===== config.mk =====
export PLATFORM = sky130hd
export DESIGN_NAME = writeback_queue
export DESIGN_NICKNAME = d
export VERILOG_FILES = /design/src/rtl/writeback_queue_pkg.sv /design/src/rtl/writeback_queue_match.sv /design/src/rtl/writeback_queue.sv
export SDC_FILE = /design/constraint.sdc
export NUM_CORES = 1
export LEC_CHECK = 0
export CORE_UTILIZATION = 56
export DETAILED_ROUTE_END_ITERATION = 10
export GPL_TIMING_DRIVEN = 0
export PLACE_DENSITY_LB_ADDON = 0.25
export SLEW_MARGIN = 20
export SYNTH_ARGS = -nofsm -noshare
export SYNTH_HDL_FRONTEND = slang
export SYNTH_SLANG_ARGS = --single-unit

===== constraint.sdc =====
create_clock -name clk -period 4.4 [get_ports clk]
set_input_delay 0.66 -clock clk [delete_from_list [all_inputs] [get_ports clk]]
set_output_delay 0.66 -clock clk [all_outputs]
set_load 0.02 [all_outputs]

===== src/rtl/writeback_queue_pkg.sv =====
// Shared CPU constants and the register write-request bundle used by
// the register file, pipeline and writeback queue.
package writeback_queue_pkg;

    localparam int WBQ_AW = 5;
    localparam int WBQ_DW = 32;

    typedef struct packed {
        logic [WBQ_AW-1:0] addr;
        logic [WBQ_DW-1:0] data;
    } wb_req_t;

endpackage


===== src/rtl/writeback_queue_match.sv =====
// Youngest-match search over age-ordered candidates (index 0 oldest).
// Address 0 never hits.
module wbq_match
    import writeback_queue_pkg::*;
#(
    parameter int N  = 5,
    parameter int AW = WBQ_AW,
    parameter int DW = WBQ_DW
) (
    input  logic [N-1:0]         i_vld,
    input  logic [N-1:0][AW-1:0] i_addr,
    input  logic [N-1:0][DW-1:0] i_data,
    input  logic [AW-1:0]        i_ra,
    output logic                 o_hit,
    output logic [DW-1:0]        o_data
);

    always_comb begin
        o_hit  = 1'b0;
        o_data = '0;
        if (i_ra != '0) begin
            // later (younger) candidates overwrite earlier ones
            for (int k = 0; k < N; k++) begin
                if (i_vld[k] && (i_addr[k] == i_ra)) begin
                    o_hit  = 1'b1;
                    o_data = i_data[k];
                end
            end
        end
    end

endmodule


===== src/rtl/writeback_queue.sv =====
// Pending register-write FIFO merging ALU and load results onto the
// single register file write port, with bypass lookup for the read ports.
module writeback_queue
    import writeback_queue_pkg::*;
#(
    parameter int DEPTH = 4,
    parameter int AW    = WBQ_AW,
    parameter int DW    = WBQ_DW
) (
    input  logic          clk,
    input  logic          rst,
    input  logic          i_alu_valid,
    input  logic [AW-1:0] i_alu_addr,
    input  logic [DW-1:0] i_alu_data,
    output logic          o_alu_ready,
    input  logic          i_mem_valid,
    input  logic [AW-1:0] i_mem_addr,
    input  logic [DW-1:0] i_mem_data,
    output logic          o_mem_ready,
    output logic          o_rf_we,
    output logic [AW-1:0] o_rf_waddr,
    output logic [DW-1:0] o_rf_wdata,
    input  logic [AW-1:0] i_ra1,
    input  logic [AW-1:0] i_ra2,
    output logic          o_hit1,
    output logic          o_hit2,
    output logic [DW-1:0] o_byp1,
    output logic [DW-1:0] o_byp2,
    output logic          o_empty,
    output logic          o_full
);

    localparam int PW = $clog2(DEPTH);
    localparam int CW = PW + 1;
    localparam int N  = DEPTH + 1;

    logic [PW-1:0] head_q, head_d;
    logic [PW-1:0] tail_q, tail_d;
    logic [CW-1:0] count_q, count_d;
    logic          rf_we_q, rf_we_d;
    logic [AW-1:0] rf_waddr_q, rf_waddr_d;
    logic [DW-1:0] rf_wdata_q, rf_wdata_d;
    logic [AW-1:0] ent_addr_q [DEPTH];
    logic [DW-1:0] ent_data_q [DEPTH];

    logic          mem_fire, alu_fire, push, pop;
    logic [AW-1:0] enq_addr;
    logic [DW-1:0] enq_data;

    logic [N-1:0]         cand_vld;
    logic [N-1:0][AW-1:0] cand_addr;
    logic [N-1:0][DW-1:0] cand_data;
    logic [PW-1:0]        idx;

    assign o_full      = (count_q == CW'(DEPTH));
    assign o_empty     = (count_q == '0);
    assign o_mem_ready = !o_full;
    assign o_alu_ready = !o_full && !i_mem_valid;

    assign mem_fire = i_mem_valid && o_mem_ready;
    assign alu_fire = i_alu_valid && o_alu_ready;
    assign enq_addr = mem_fire ? i_mem_addr : i_alu_addr;
    assign enq_data = mem_fire ? i_mem_data : i_alu_data;
    // writes to x0 finish the handshake but are dropped
    assign push     = (mem_fire || alu_fire) && (enq_addr != '0);
    assign pop      = !o_empty;

    always_comb begin
        head_d     = pop  ? head_q + 1'b1 : head_q;
        tail_d     = push ? tail_q + 1'b1 : tail_q;
        count_d    = count_q + CW'(push) - CW'(pop);
        rf_we_d    = pop;
        rf_waddr_d = pop ? ent_addr_q[head_q] : rf_waddr_q;
        rf_wdata_d = pop ? ent_data_q[head_q] : rf_wdata_q;
    end

    always_ff @(posedge clk) begin
        if (rst) begin
            head_q     <= '0;
            tail_q     <= '0;
            count_q    <= '0;
            rf_we_q    <= 1'b0;
            rf_waddr_q <= '0;
            rf_wdata_q <= '0;
        end else begin
            head_q     <= head_d;
            tail_q     <= tail_d;
            count_q    <= count_d;
            rf_we_q    <= rf_we_d;
            rf_waddr_q <= rf_waddr_d;
            rf_wdata_q <= rf_wdata_d;
        end
    end

    always_ff @(posedge clk) begin
        if (push && !rst) begin
            ent_addr_q[tail_q] <= enq_addr;
            ent_data_q[tail_q] <= enq_data;
        end
    end

    assign o_rf_we    = rf_we_q;
    assign o_rf_waddr = rf_waddr_q;
    assign o_rf_wdata = rf_wdata_q;

    // slot 0 is the write-port entry; slots 1.. follow FIFO age from head
    always_comb begin
        idx          = '0;
        cand_vld     = '0;
        cand_addr    = '0;
        cand_data    = '0;
        cand_vld[0]  = rf_we_q;
        cand_addr[0] = rf_waddr_q;
        cand_data[0] = rf_wdata_q;
        for (int k = 0; k < DEPTH; k++) begin
            idx            = head_q + PW'(k);
            cand_vld[k+1]  = (CW'(k) < count_q);
            cand_addr[k+1] = ent_addr_q[idx];
            cand_data[k+1] = ent_data_q[idx];
        end
    end

    wbq_match #(.N(N), .AW(AW), .DW(DW)) u_match1 (
        .i_vld  (cand_vld),
        .i_addr (cand_addr),
        .i_data (cand_data),
        .i_ra   (i_ra1),
        .o_hit  (o_hit1),
        .o_data (o_byp1)
    );

    wbq_match #(.N(N), .AW(AW), .DW(DW)) u_match2 (
        .i_vld  (cand_vld),
        .i_addr (cand_addr),
        .i_data (cand_data),
        .i_ra   (i_ra2),
        .o_hit  (o_hit2),
        .o_data (o_byp2)
    );

endmodule


==> impl_metrics.ini, run 1 <==
[drt]
drtPass1Iterations = 7
drc_errors = 0
avgViaCountPerCell = 6.92
wl_um = 43500
dr.first_iter.drc_count = 1662
num_vias = 11600
detail-route-antenna-nets = 0
wl_per_cell_um = 25.9

[synth]
yosysWarnings = 0
synth-seq-cells = 195
synth_mux_area_share_pct = 27.4
synth-seq-area-share_pct = 38.6
postSynthCellCount = 1118
synth-compound-area-share_pct = 13.2
synth_cell_types = 53
syn_area_sq_um = 14000
postSynthAreaPerCell_sq_um = 12.5
synth_xor_area_share_pct = 3.52
synth_top_family_by_area = multiplexers
synthFlopType = edfxtp_1
yosys.area_share.simple_pct = 10.0
syn_nets = 1215
synth_edf_count = 148
synth_fa_ha_area_share_pct = 0.861
async_flop_share_pct = 0

[global_route]
met2_usage_pct = 54.7
antenna_found_initial = 0
grt-ovfl-total = 0
grt_max_degree = 38
grt_use_total_pct = 34.2
first_global_vias = 11400
grt.busiest_layer = met2
use_met1_pct = 44.9
use_met3_pct = 8.94
grt_pass1_wl_um = 65600

[timing]
maxSlewViolCount = 0
setup_slack_ns = -0.0158
post-route-period-util_pct = 100
finalCriticalPeriod_ns = 4.42
relSlewSlack_pct = 30.3
max_freq_mhz = 226
finalHoldViolCount = 0
fin_skew_ns = 0.0126
tightestPinTransition_ns = 1.05
setup_viol = 1

[setup_path]
crit_buf_inv = 4
endpoint_kind = output port
crit_type = reg -> out
path_common_cell = buf_4
max_stage_delay_ns = 0.58
crit_chain = buf_6 -> mux4_2 -> xor2_1 -> nor4_2 -> o21a_2 -> buf_4 -> buf_4 -> nand2_1 -> a311oi_1 -> a221o_1 -> clkdlybuf4s15_1
required_ns = 3.74
critPathTopFamily = compound AO/OA/AOI/OAI gates
start_kind = flop
cp_max_fo = 10
critPathSlowestCell = mux4_2
cp.arrival_ns = 3.76

[pwr]
leakagePower_nw = 6.03
ir_drop_uv = 319
p_per_area_nw_per_um2 = 562
power.total_mw = 9.64

[die]
die-height_um = 160
dieWidth_um = 160
initial_utilization_pct = 57.2
rows = 57
dieArea_sq_um = 25500
coreArea_sq_um = 24400
io_pins = 196

[status]
violations = negative setup slack
status = finished, violations left

[cts]
cts.sinks = 195
cts.clk_slew.worst_paths_ns = 0.08
cts-root-buf = clkbuf_16
clkLatencyLatePin_ns = 0.45
cts_max_path_buffers = 2
cts_tree = built
hold_buffers = 0
cts_made_buffers = 17
htree_levels = 4

[placement]
gp_congestion = 0.906
dp_hpwl_um = 30100
port_buffers = 185
dp_slack_ns = 0.0117
dp_cells = 1630

[finish]
num_antenna_cells = 0
fillers = 1733
drive_above_1_share_pct = 33.0
multiInputGateArea_sq_um = 7810
stdcell_count = 1680
final_nets = 1440
syn_to_final_growth_pct = 22.9
seq_area_sq_um = 5390

[worst_hold_path]
hp-class = reg -> reg

[flow_run]
max_cap_viol_count = 0
## placed cells by master (no fill, tap or decap), types with 12 or more instances in the layout
cell type        count
clkbuf_1            40
clkbuf_16           17
nand2_1            113
a221o_1             31
dfxtp_1             46
buf_6               12
a22oi_1             29
dlygate4sd2_1       34
xor2_1              23
edfxtp_1           148
clkbuf_2            18
buf_4               79
clkdlybuf4s50_1    119
o31ai_1             25
mux4_2             147
mux2_2              38
nand3_1             34
a311oi_1            20
xnor2_1             33
or2_2               32
a21oi_1             40
dlymetal6s2s_1      15
a221oi_2            29
nor2_1              84
## cell families (layout without fill, tap and decap cells)
family | after synthesis | count (layout)
muxes | 194 | 194
buffers and inverters | 158 | 396
and+or+nand+nor | 300 | 300
xor gates and xnor gates | 56 | 56
DFF | 195 | 195
adders and majority gates | 9 | 9
AOI/OAI and AO/OA | 206 | 206
## stage by stage
stage	utilization [%]	setup TNS, ns	cell area, sq um	hold WS (ns)
floorplan	-	0	14000	0.458
global placement	66.5	-26.40	16200	0.473
detailed placement	66.7	0	16300	0.493
CTS	69.7	0	17000	0.501
global route	70.3	-0.0626	17200	0.521
finish	70.3	-0.0158	17200	0.504
## per-layer routing
metal / vias to the layer above / part of all wire, % / wire length, um
met5: - / 0 / 0
met4: 0 / 3.2 / 1410
met3: 125 / 12 / 5420
met2: 955 / 47 / 20600
met1: 5680 / 37 / 16100
li1: 4870 / - / -
## power by group
part	internal (mW)	leakage (nW)	switching, mW
Combinational	2.48	4.02	2.89
Sequential	2.39	1.74	0.369
Clock	0.741	0.270	0.767
## state kept, by name (all words and copies together), names as in the netlist, named ones only
name,flops
o_rf_wdata,32
tail_q,2
o_rf_we,1
head_q,2
o_rf_waddr,5
ent_data_q,128
count_q,3
ent_addr_q,20
## Yosys cell counts (all sizes together), types with 2 or more instances
library cell / count / area share [%]
ha: 8 / 0.72
mux4: 147 / 24
o31ai: 33 / 1.8
a22oi: 32 / 1.7
nand4: 3 / 0.13
a311oi: 31 / 2.4
edfxtp: 148 / 32
inv: 9 / 0.24
nor3: 5 / 0.30
xnor2: 33 / 2.1
mux2: 38 / 3.1
o21ai: 3 / 0.11
or4: 2 / 0.11
buf: 92 / 4.5
dfxtp: 47 / 6.7
or2: 34 / 1.5
and3: 3 / 0.13
nor2b: 2 / 0.090
nor2: 87 / 2.4
a221oi: 32 / 3.3
xor2: 23 / 1.4
and2: 4 / 0.18
nor4: 7 / 0.56
a21oi: 40 / 1.4
a221o: 31 / 2.2
nand3: 35 / 1.3
mux2i: 9 / 0.65
nand2: 113 / 3.0
clkbuf: 56 / 1.5
## cell type report
| type | count | area share [%] |
|---|---|---|
| buffer | 148 | 5.55 |
| inverter | 10 | 0.219 |
| clock buffer | 17 | 2.48 |
| sequential | 195 | 31.4 |
| multi-input combinational | 765 | 45.5 |
| timing repair buffer | 206 | 11.7 |
| tap | 324 | 2.36 |
| clock inverter | 15 | 0.730 |
## what timing repair did
| item | 4_1_cts | 5_1_grt |
|---|---|---|
| setup buffers | 9 | 9 |
| gates resized for setup | 107 | 62 |
| endpoints found under the setup margin | 66 | 40 |
| pin swaps | 4 | 3 |
## worst register-to-register path, cell delays in order (launching register included)
cell and delay [ns]:
dfxtp_1 0.40, or3b_2 0.48, clkbuf_1 0.14, nand2_1 0.54, mux2_2 0.46, nor3_1 0.20
a21o_1 0.24, ha_1 0.26, inv_1 0.05, ha_1 0.12, inv_1 0.05, fa_1 0.40
xnor2_1 0.19, nor2_1 0.05
## worst paths after layout
kind            startpoint            end  slack [ns]  cells after the start
max                   flop     o_byp1[24]       -0.02                     11
min          o_rf_wdata[2]  o_rf_wdata[2]        0.50                      2
max reg2reg     count_q[2]     count_q[2]        0.69                     13
min reg2reg  o_rf_wdata[2]  o_rf_wdata[2]        0.50                      2
No activity file was read; power rests on OpenSTA's default activity.
==> run 2: changes to the inputs <==
Settings changed: CTS_CLUSTER_DIAMETER from default to 60.
==> results of run 2 <==
Final layout, timing and power as in run 1 (identical DEF).
